[config.mk]
export PLATFORM = sky130hd
export DESIGN_NAME = calc1_port_responder_flat
export DESIGN_NICKNAME = d
export VERILOG_FILES = /design/src/rtl/calc1_port_responder_if.sv /design/src/rtl/calc1_port_responder.sv /design/src/flat_wrapper.sv
export SDC_FILE = /design/constraint.sdc
export NUM_CORES = 1
export LEC_CHECK = 0
export CAP_MARGIN = 30
export CORE_MARGIN = 2
export CORE_UTILIZATION = 35
export CTS_BUF_LIST = sky130_fd_sc_hd__clkbuf_8
export CTS_CLUSTER_DIAMETER = 50
export DETAILED_ROUTE_END_ITERATION = 7
export MAX_ROUTING_LAYER = met4
export SETUP_SLACK_MARGIN = 0.5
export SLEW_MARGIN = 25
export SYNTH_ARGS = -nofsm -noshare
export SYNTH_HDL_FRONTEND = slang
export SYNTH_SLANG_ARGS = --single-unit
[constraint.sdc]
create_clock -name c_clk -period 10.5 [get_ports c_clk]
set_input_delay 1.575 -clock c_clk [delete_from_list [all_inputs] [get_ports c_clk]]
set_output_delay 1.575 -clock c_clk [all_outputs]
set_load 0.005 [all_outputs]
[src/rtl/calc1_port_responder_if.sv]
// calc1 request/response port: requester drives cmd/data, responder returns
// a response code, result data, busy and a sticky protocol-error flag.
// Bit 0 is the MSB of every vector, matching the calc1 port definition.
interface calc1_port_responder_if;
  logic [0:3]  req_cmd_in;
  logic [0:31] req_data_in;
  logic [0:1]  out_resp;
  logic [0:31] out_data;
  logic        busy;
  logic        proto_err;

  modport master (
    output req_cmd_in, req_data_in,
    input  out_resp, out_data, busy, proto_err
  );

  modport slave (
    input  req_cmd_in, req_data_in,
    output out_resp, out_data, busy, proto_err
  );
endinterface

[src/rtl/calc1_port_responder.sv]
// Single-port calc1 responder: takes cmd+operand1, then operand2, runs
// add/sub/shl/shr and returns a one-cycle response RESP_DELAY cycles later.
module calc1_port_responder #(
  parameter int RESP_DELAY = 0  // 0..3 extra cycles before the response
) (
  input logic                     c_clk,
  input logic                     reset,
  calc1_port_responder_if.slave   port
);

  typedef enum logic [1:0] {IDLE, OP2, PIPE, RESP} state_t;

  localparam logic [1:0] LAST_CNT = 2'((RESP_DELAY > 0) ? RESP_DELAY - 1 : 0);

  localparam logic [1:0] RESP_NONE = 2'd0;
  localparam logic [1:0] RESP_OK   = 2'd1;
  localparam logic [1:0] RESP_ERR  = 2'd2;

  state_t      state_q, state_d;
  logic [3:0]  cmd_q, cmd_d;
  logic [31:0] op1_q, op1_d;
  logic [31:0] op2_q, op2_d;
  logic [1:0]  cnt_q, cnt_d;
  logic [1:0]  resp_q, resp_d;
  logic [31:0] data_q, data_d;
  logic        busy_q, busy_d;
  logic        perr_q, perr_d;

  logic [32:0] sum;
  logic [1:0]  alu_resp;
  logic [31:0] alu_data;
  logic        cmd_valid;

  // Internal vectors are [31:0]; assignment to/from the [0:31] port keeps the MSB on the left.
  assign cmd_valid = (port.req_cmd_in != 4'd0);
  assign sum       = {1'b0, op1_q} + {1'b0, op2_q};

  // Result of the latched request; only consumed on the edge leaving RESP.
  always_comb begin
    // NOTE: every output of a combinational block gets a default first, so no path can infer a latch.
    alu_resp = RESP_ERR;
    alu_data = 32'd0;
    case (cmd_q)
      4'd1: if (!sum[32]) begin
        alu_resp = RESP_OK;
        alu_data = sum[31:0];
      end
      4'd2: if (op2_q <= op1_q) begin
        alu_resp = RESP_OK;
        alu_data = op1_q - op2_q;
      end
      4'd5: begin
        alu_resp = RESP_OK;
        alu_data = op1_q << op2_q[4:0];
      end
      4'd6: begin
        alu_resp = RESP_OK;
        alu_data = op1_q >> op2_q[4:0];
      end
      default: ;
    endcase
  end

  // Next-state and next-output logic; the response lives one cycle because resp_d defaults to 0.
  always_comb begin
    state_d = state_q;
    cmd_d   = cmd_q;
    op1_d   = op1_q;
    op2_d   = op2_q;
    cnt_d   = cnt_q;
    resp_d  = RESP_NONE;
    data_d  = 32'd0;
    busy_d  = busy_q;
    perr_d  = perr_q;
    case (state_q)
      IDLE: if (cmd_valid) begin
        cmd_d   = port.req_cmd_in;
        op1_d   = port.req_data_in;
        busy_d  = 1'b1;
        state_d = OP2;
      end
      OP2: begin
        op2_d   = port.req_data_in;
        cnt_d   = 2'd0;
        perr_d  = perr_q | cmd_valid;
        state_d = (RESP_DELAY > 0) ? PIPE : RESP;
      end
      PIPE: begin
        perr_d = perr_q | cmd_valid;
        if (cnt_q == LAST_CNT) state_d = RESP;
        else                   cnt_d   = cnt_q + 2'd1;
      end
      RESP: begin
        perr_d  = perr_q | cmd_valid;
        resp_d  = alu_resp;
        data_d  = alu_data;
        busy_d  = 1'b0;
        state_d = IDLE;
      end
      default: state_d = IDLE;
    endcase
  end

  // State and output registers; synchronous reset overrides every input.
  always_ff @(posedge c_clk) begin
    if (reset) begin
      // NOTE: sequential state uses non-blocking assignments so all registers update from pre-edge values.
      state_q <= IDLE;
      cmd_q   <= 4'd0;
      op1_q   <= 32'd0;
      op2_q   <= 32'd0;
      cnt_q   <= 2'd0;
      resp_q  <= RESP_NONE;
      data_q  <= 32'd0;
      busy_q  <= 1'b0;
      perr_q  <= 1'b0;
    end else begin
      state_q <= state_d;
      cmd_q   <= cmd_d;
      op1_q   <= op1_d;
      op2_q   <= op2_d;
      cnt_q   <= cnt_d;
      resp_q  <= resp_d;
      data_q  <= data_d;
      busy_q  <= busy_d;
      perr_q  <= perr_d;
    end
  end

  assign port.out_resp  = resp_q;
  assign port.out_data  = data_q;
  assign port.busy      = busy_q;
  assign port.proto_err = perr_q;

endmodule

[src/flat_wrapper.sv]
// flat-port wrapper written by rule: the top's interface ports become plain ports
module calc1_port_responder_flat 
#(
  parameter int RESP_DELAY = 0                                          
)
  (c_clk, reset, port_req_cmd_in, port_req_data_in, port_out_resp, port_out_data, port_busy, port_proto_err);
  calc1_port_responder_if port_i ();
  input logic c_clk;
  input logic reset;
  input wire logic [$bits(port_i.req_cmd_in)-1:0] port_req_cmd_in;
  input wire logic [$bits(port_i.req_data_in)-1:0] port_req_data_in;
  output wire logic [$bits(port_i.out_resp)-1:0] port_out_resp;
  output wire logic [$bits(port_i.out_data)-1:0] port_out_data;
  output wire logic [$bits(port_i.busy)-1:0] port_busy;
  output wire logic [$bits(port_i.proto_err)-1:0] port_proto_err;
  assign port_i.req_cmd_in = port_req_cmd_in;
  assign port_i.req_data_in = port_req_data_in;
  assign port_out_resp = port_i.out_resp;
  assign port_out_data = port_i.out_data;
  assign port_busy = port_i.busy;
  assign port_proto_err = port_i.proto_err;
  calc1_port_responder #(.RESP_DELAY(RESP_DELAY)) u_core (.c_clk(c_clk), .reset(reset), .port(port_i));
endmodule
==> results of run 1 <==
[cell usage in the layout, fill, tap and decap left out, drive strengths merged, types with 11 or more instances in the layout]
cell type        n
o21a            12
nor2           186
nor3            23
a31oi           16
o211ai          21
xnor2           16
nand2b          26
nand3           17
nand4           11
mux2i           84
nor2b           16
ha              71
mux4            29
a22oi           14
dfxtp          108
a211oi          22
nand2          146
clkdlybuf4s50   72
o22ai           26
mux2            11
clkbuf          11
a21oi          154
a221oi          12
buf             19
inv             73
o21ai          100
[power by group through the flow]
stage | Clock (mW) | Combinational (mW) | Sequential [mW]
after floorplan | 0 | 0.516 | 0.478
after global placement | 0 | 0.697 | 0.511
after detailed placement | 0 | 0.698 | 0.513
after CTS | 0.313 | 0.701 | 0.503
after global routing | 0.326 | 0.778 | 0.510
final | 0.305 | 0.714 | 0.507
[logic make-up (layout without fill, tap and decap cells)]
kind of cell,after synthesis,count (layout),synth area share
simple gates,464,464,0.193
compound gates,476,476,0.286
fa+ha+maj,73,73,0.0865
xor+xnor,18,18,0.0147
flops,108,108,0.201
buf+inv,177,179,0.0684
other cells,0,2,0
mux,124,124,0.151
[cell usage after synthesis, drive strengths merged, types with 9 or more instances]
master | number | area share
a211oi | 22 | 0.016
a21o | 10 | 0.0070
a21oi | 154 | 0.072
a221o | 10 | 0.0093
a221oi | 12 | 0.010
a22oi | 14 | 0.0098
a31oi | 16 | 0.0093
buf | 49 | 0.024
clkbuf | 56 | 0.020
dfxtp | 108 | 0.20
ha | 71 | 0.083
inv | 72 | 0.025
mux2 | 11 | 0.012
mux2i | 84 | 0.078
mux4 | 29 | 0.061
nand2 | 146 | 0.051
nand2b | 26 | 0.015
nand3 | 17 | 0.0079
nand4 | 11 | 0.0064
nor2 | 186 | 0.065
nor2b | 16 | 0.0096
nor3 | 23 | 0.011
o211ai | 21 | 0.015
o21a | 12 | 0.0084
o21ai | 100 | 0.048
o21bai | 10 | 0.0070
o221ai | 9 | 0.0073
o22ai | 26 | 0.015
o31ai | 10 | 0.0075
xnor2 | 16 | 0.013
[worst register-to-register path, cell delays in order (launching register included)]
cell	delay, ns
dfxtp_2	0.32
buf_4	0.56
inv_1	0.13
buf_4	0.32
ha_1	0.50
nor3_1	0.24
o311ai_1	0.19
o2111a_1	0.23
a211oi_2	0.42
o21ai_2	0.19
o21ai_2	0.81
nor2_1	0.30
a221o_1	0.38
o31a_1	0.10
[per-stage QoR]
stage               setup WS [ns]   util  cell area (sq um)  total power [mW]
floorplan                    6.94      -              10700             0.994
global placement             5.94  0.383              11600              1.21
global route                 5.56  0.392              11900              1.61
detailed placement           5.88  0.383              11700              1.21
finish                       5.71  0.392              11900              1.53
CTS                          5.86  0.391              11900              1.52
[flip-flops by register name, indices dropped and copies added, names as in the netlist]
signal / cells
u_core.state_q: 2
u_core.port.out_resp: 2
u_core.op1_q: 32
u_core.cmd_q: 4
u_core.port.busy: 1
u_core.port.proto_err: 1
u_core.cnt_q: 2
u_core.op2_q: 32
u_core.port.out_data: 32
[area by class of cell]
cell class                 instances  share of cell area
sequential                       108               0.182
clock buffer                      11              0.0127
antenna                            2            0.000420
timing repair buffer              91              0.0725
multi-input combinational       1155               0.661
clock inverter                     5             0.00693
tap                              396              0.0416
inverter                          72              0.0227
[layer usage]
layer  vias to the layer above  GRT usage  share of wire
met1                      5390      0.370           0.46
met3                        68     0.0528          0.082
met2                       437      0.384           0.43
li1                       5250          -              -
met4                         0     0.0948          0.030
met5                         -          -              0
[worst paths after layout]
check | startpoint | end | slack (ns)
worst max-delay path | u_core.op2_q[2]$_SDFFE_PP0P_ | u_core.port.out_data[2]$_SDFF_PP0_ | 5.71
worst min-delay path | u_core.cnt_q[0]$_SDFFE_PP0P_ | u_core.cnt_q[0]$_SDFFE_PP0P_ | 0.48
worst max register to register | u_core.op2_q[2]$_SDFFE_PP0P_ | u_core.port.out_data[2]$_SDFF_PP0_ | 5.71
worst min register to register | u_core.cnt_q[0]$_SDFFE_PP0P_ | u_core.cnt_q[0]$_SDFFE_PP0P_ | 0.48
==> run_results.csv, run 1 <==
group,metric,value,unit
outcome,run_status,"finished, final reports clean",
sta,min_period_over_period,0.456,
yosys,synth_area_per_cell,7.46,sq um
pwr,power_frac_clock,0.200,
yosys,synthCells,1440,
routing,drc,0,
worst_setup_path,path_cells,"buf_4 -> inv_1 -> buf_4 -> ha_1 -> nor3_1 -> o311ai_1 -> o2111a_1 -> a211oi_2 -> o21ai_2 -> o21ai_2 -> nor2_1 -> a221o_1 -> o31a_1",
routing,vias,11100,
yosys,syn_nets,1551,
pwr,p_leak,4.52,nW
worst_hold_path,holdPathStages,1,
floorplanning,die_w,179,um
yosys,synth_ff_type,"dfxtp_1",
floorplanning,die_y,179,um
global_routing,grt_max_degree,77,
placed_design,gp_congestion,0.991,
worst_setup_path,cp.arrival,5.11,ns
sta,finalHoldViolCount,0,
routing,wire_per_inst,22.7,um
pwr,internal_power,0.858,mW
sta,rsz0062_at_grt,"no",
worst_setup_path,crit_path_max_incr_delay,0.81,ns
worst_setup_path,cp_slowest_cell,"o21ai_2",
worst_setup_path,path_buf_inv,3,
global_routing,grt_pass1_vias,10400,
yosys,synth-seq-area-share,0.201,
final_layout,fin_nets,1548,
routing,drt_first_iter_violations,1358,
routing,viasPerCell,6.06,
yosys,syn-cell-area,10700,sq um
clock_tree,cts_buffers,9,
pwr,pwr-share-seq,0.332,
pwr,p_sw,0.668,mW
floorplanning,dieArea,32100,sq um
yosys,async_flop_share,0,
yosys,yosysWarnings,0,
global_routing,grt_use_total,0.267,
clock_tree,h-tree-depth,3,
routing,drtAntennaViolNets,0,
sta,setup_viol_count_final,0,
sta,hold_slack,0.479,ns
final_layout,area_growth,11.0,%
final_layout,drive_gt1_frac,0.0770,
worst_setup_path,critical_path_class,"register to register",
placed_design,post-dp-hpwl,31.9,mm
flow_run,maxCapViolCount,0,
worst_hold_path,worstHoldPathType,"register to register",
worst_setup_path,required,10.82,ns
floorplanning,start_util,0.353,
final_layout,multi_input_area,7880,sq um
sta,fin_setup_tns,0,ns
clock_tree,clkLatencyLatePin,0.42,ns
yosys,ys_ff_latch,108,
clock_tree,clkTransAtPathRegs,0.10,ns
sta,fin_skew,0.0108,ns
global_routing,grt_pass1_wl,62.5,mm
sta,final-max-slew-violation-count,0,
clock_tree,clock-sinks,108,
final_layout,fin_cells,1840,
worst_setup_path,worstRegToRegCells,13,
floorplanning,boundaryPins,74,
clock_tree,clockRootBuffer,"clkbuf_8",
floorplanning,rows,64,
worst_setup_path,crit_family,"compound AO/OA/AOI/OAI gates",
yosys,synth_cell_types,79,
clock_tree,cts_tree,"built",
pwr,pwr_density_cell,128,nW/um^2
yosys,synth_edf_count,0,
clock_tree,post_cts_buffers,0,
worst_setup_path,crit_cells,13,
final_layout,regArea,2170,sq um
sta,clock.fmax,209,MHz
final_layout,fillers,3230,
global_routing,grt_overflow_total,0,
global_routing,antenna_found_initial,2,
pwr,comb_power_share,0.468,
routing,dr.pass1.iters,5,
clock_tree,ctsResizeCount,0,
placed_design,place_inst,1820,
sta,fin_crit,4.79,ns
worst_setup_path,worst_setup_path_end_kind,"register",
sta,tightest_slew,0.962,ns
clock_tree,clock_path_buffers,2,
pwr,switching_share,0.438,
placed_design,port_buffers,73,
floorplanning,core_area,30400,sq um
worst_setup_path,start_kind,"register",
pwr,ir_drop,0.0553,mV
worst_setup_path,cp_max_fo,69,
clock_tree,cts_hold_buf,0,
routing,drt_wl_total,41.8,mm
sta,maxSlewHeadroom,0.356,
Note: power is estimated with default switching activity, not from simulation.
==> inputs of run 2 (changes only) <==
==> constraint.sdc (replaced) <==
create_clock -name c_clk -period 4.3 [get_ports c_clk]
set_input_delay 0.645 -clock c_clk [delete_from_list [all_inputs] [get_ports c_clk]]
set_output_delay 0.645 -clock c_clk [all_outputs]
set_load 0.005 [all_outputs]
==> run 2 against run 1 <==
Sequential share of layout area decreased by 0.51 points. Setup slack worse by 5.1 ns. Maximum frequency increased by 30%. Critical path type unchanged. Largest power group unchanged. Highest routed layer unchanged.
==> run_results.csv, run 2 (synthesis results as in run 1) <==
group,metric,value,unit
sta,min_period_over_period,0.858,
pwr,p_leak,4.75,nW
floorplanning,die_y,179,um
routing,dr.pass1.iters,7,
worst_setup_path,worstRegToRegCells,11,
sta,fin_crit,3.69,ns
pwr,p_sw,1.74,mW
pwr,ir_drop,0.145,mV
pwr,pwr_density_cell,321,nW/um^2
worst_setup_path,start_kind,"register",
sta,maxSlewHeadroom,0.347,
routing,wire_per_inst,24.3,um
worst_hold_path,worstHoldPathType,"register to register",
clock_tree,cts_buffers,9,
clock_tree,h-tree-depth,3,
routing,drt_wl_total,45.8,mm
flow_run,maxCapViolCount,0,
sta,setup_ws,0.611,ns
global_routing,antenna_found_initial,0,
pwr,comb_power_share,0.490,
final_layout,n_antenna_cell,0,
sta,rsz0062_at_grt,"yes",
final_layout,design_area,12300,sq um
sta,finalHoldViolCount,0,
clock_tree,clock_path_buffers,2,
worst_hold_path,holdPathStages,1,
placed_design,port_buffers,73,
final_layout,final_common_cell,"nor2_1",
pwr,internal_power,2.19,mW
floorplanning,die_w,179,um
global_routing,grt_overflow_total,0,
pwr,switching_share,0.443,
worst_setup_path,ff2ff_setup_slack,0.61,ns
sta,clock.fmax,271,MHz
sta,fin_setup_tns,0,ns
worst_setup_path,cp_max_fo,57,
worst_setup_path,reg2reg_from,"u_core.op2_q[1]$_SDFFE_PP0P_",
floorplanning,rows,64,
placed_design,gp_congestion,1.02,
placed_design,post-dp-hpwl,35.4,mm
global_routing,grt_max_degree,76,
sta,tightest_slew,0.970,ns
worst_hold_path,hp-start,"u_core.cnt_q[0]$_SDFFE_PP0P_",
clock_tree,post_cts_buffers,0,
final_layout,fillers,3202,
worst_setup_path,cp.arrival,3.95,ns
placed_design,place_area,12000,sq um
routing,drc,0,
routing,vias,11600,
sta,setup_viol_count_final,0,
placed_design,place_inst,1865,
pwr,pwr-share-seq,0.298,
sta,hold_slack,0.482,ns
floorplanning,core_area,30400,sq um
global_routing,grt_pass1_wl,68.5,mm
final_layout,drive_gt1_frac,0.104,
final_layout,area_growth,14.3,%
sta,final-max-slew-violation-count,0,
final_layout,fin_nets,1591,
worst_setup_path,regToRegEndpoint,"u_core.port.out_data[14]$_SDFF_PP0_",
clock_tree,cts_tree,"built",
worst_setup_path,worst_setup_path_end_kind,"register",
placed_design,place_ws,0.359,ns
clock_tree,clock-sinks,108,
final_layout,fin_cells,1881,
worst_setup_path,critical_path_class,"register to register",
global_routing,grt_pass1_vias,10600,
routing,viasPerCell,6.14,
final_layout,mostFrequentLayoutCells,"nor2_1 (186), a21oi_1 (154), nand2_1 (146), dfxtp_1 (103), o21ai_0 (90)",
worst_setup_path,required,4.56,ns
sta,fin_skew,0.0326,ns
floorplanning,boundaryPins,74,
worst_setup_path,startpoint,"u_core.op2_q[1]$_SDFFE_PP0P_",
routing,drt_first_iter_violations,1476,
global_routing,grt_use_total,0.294,
clock_tree,clkLatencyLatePin,0.44,ns
floorplanning,dieArea,32100,sq um
clock_tree,clockRootBuffer,"clkbuf_8",
worst_hold_path,hold_end,"u_core.cnt_q[0]$_SDFFE_PP0P_",
outcome,run_status,"finished, final reports clean",
clock_tree,clkTransAtPathRegs,0.12,ns
routing,drtAntennaViolNets,0,
floorplanning,start_util,0.353,
pwr,power_frac_clock,0.212,
-- run 2: what timing repair did --
item                       in CTS  in global routing
pin swaps                       0                  0
setup endpoints to repair      10                 10
hold endpoints to repair        0                  0
gates resized for setup         2                  5
hold buffers                    0                  0
-- run 2: worst max-delay path by stage --
| stage | to | slack, ns |
|---|---|---|
| 6_report | u_core.port.out_data[14]$_SDFF_PP0_ | 0.61 |
| 5_1_grt | u_core.port.out_data[5]$_SDFF_PP0_ | 0.42 |
| 4_1_cts | u_core.port.out_data[14]$_SDFF_PP0_ | 0.53 |
| 3_5_place_dp | u_core.port.out_data[10]$_SDFF_PP0_ | 0.36 |
| 3_3_place_gp | u_core.port.out_data[1]$_SDFF_PP0_ | 0.42 |
| 2_1_floorplan | u_core.port.out_data[15]$_SDFF_PP0_ | 0.74 |
-- run 2: power groups by stage --
stage	combinational, mW	sequential (mW)	clock [mW]
finish	1.93	1.17	0.833
global placement	1.89	1.19	0
detailed placement	1.87	1.19	0
global route	2.08	1.18	0.889
floorplan	1.26	1.17	0
CTS	1.88	1.17	0.851
-- run 2: worst max-delay path: stages (launching register included) --
cell and delay (ns):
dfxtp_4 0.36, buf_6 0.40, buf_4 0.50, mux2_2 0.40, nand2_1 0.09, nand2_1 0.09
mux2_2 0.32, nand2_1 0.07, o21ai_0 0.16, a221o_1 0.44, a2111oi_0 0.47, a211oi_1 0.16
-- run 2: final cells by class --
type | instances | area [sq um] | share of cell area
Timing Repair Buffer | 134 | 1190 | 0.0968
Multi-Input combinational cell | 1155 | 7890 | 0.643
Inverter | 72 | 270 | 0.0220
Sequential cell | 108 | 2170 | 0.177
Tap cell | 396 | 495 | 0.0404
Clock inverter | 6 | 116 | 0.00948
Clock buffer | 10 | 138 | 0.0112
-- run 2: stage by stage --
stage	power (mW)	utilization
detailed placement	3.06	0.394
finish	3.94	0.403
floorplan	2.43	-
CTS	3.90	0.402
global placement	3.08	0.394
global route	4.15	0.403
-- run 2: layer usage --
layer  vias up  global-route usage  share of wire
li1       5338                   -              -
met1      5553               0.433           0.47
met2       614               0.422           0.42
met3        50              0.0375          0.089
met4         0              0.0716          0.019
met5         -                   -              0
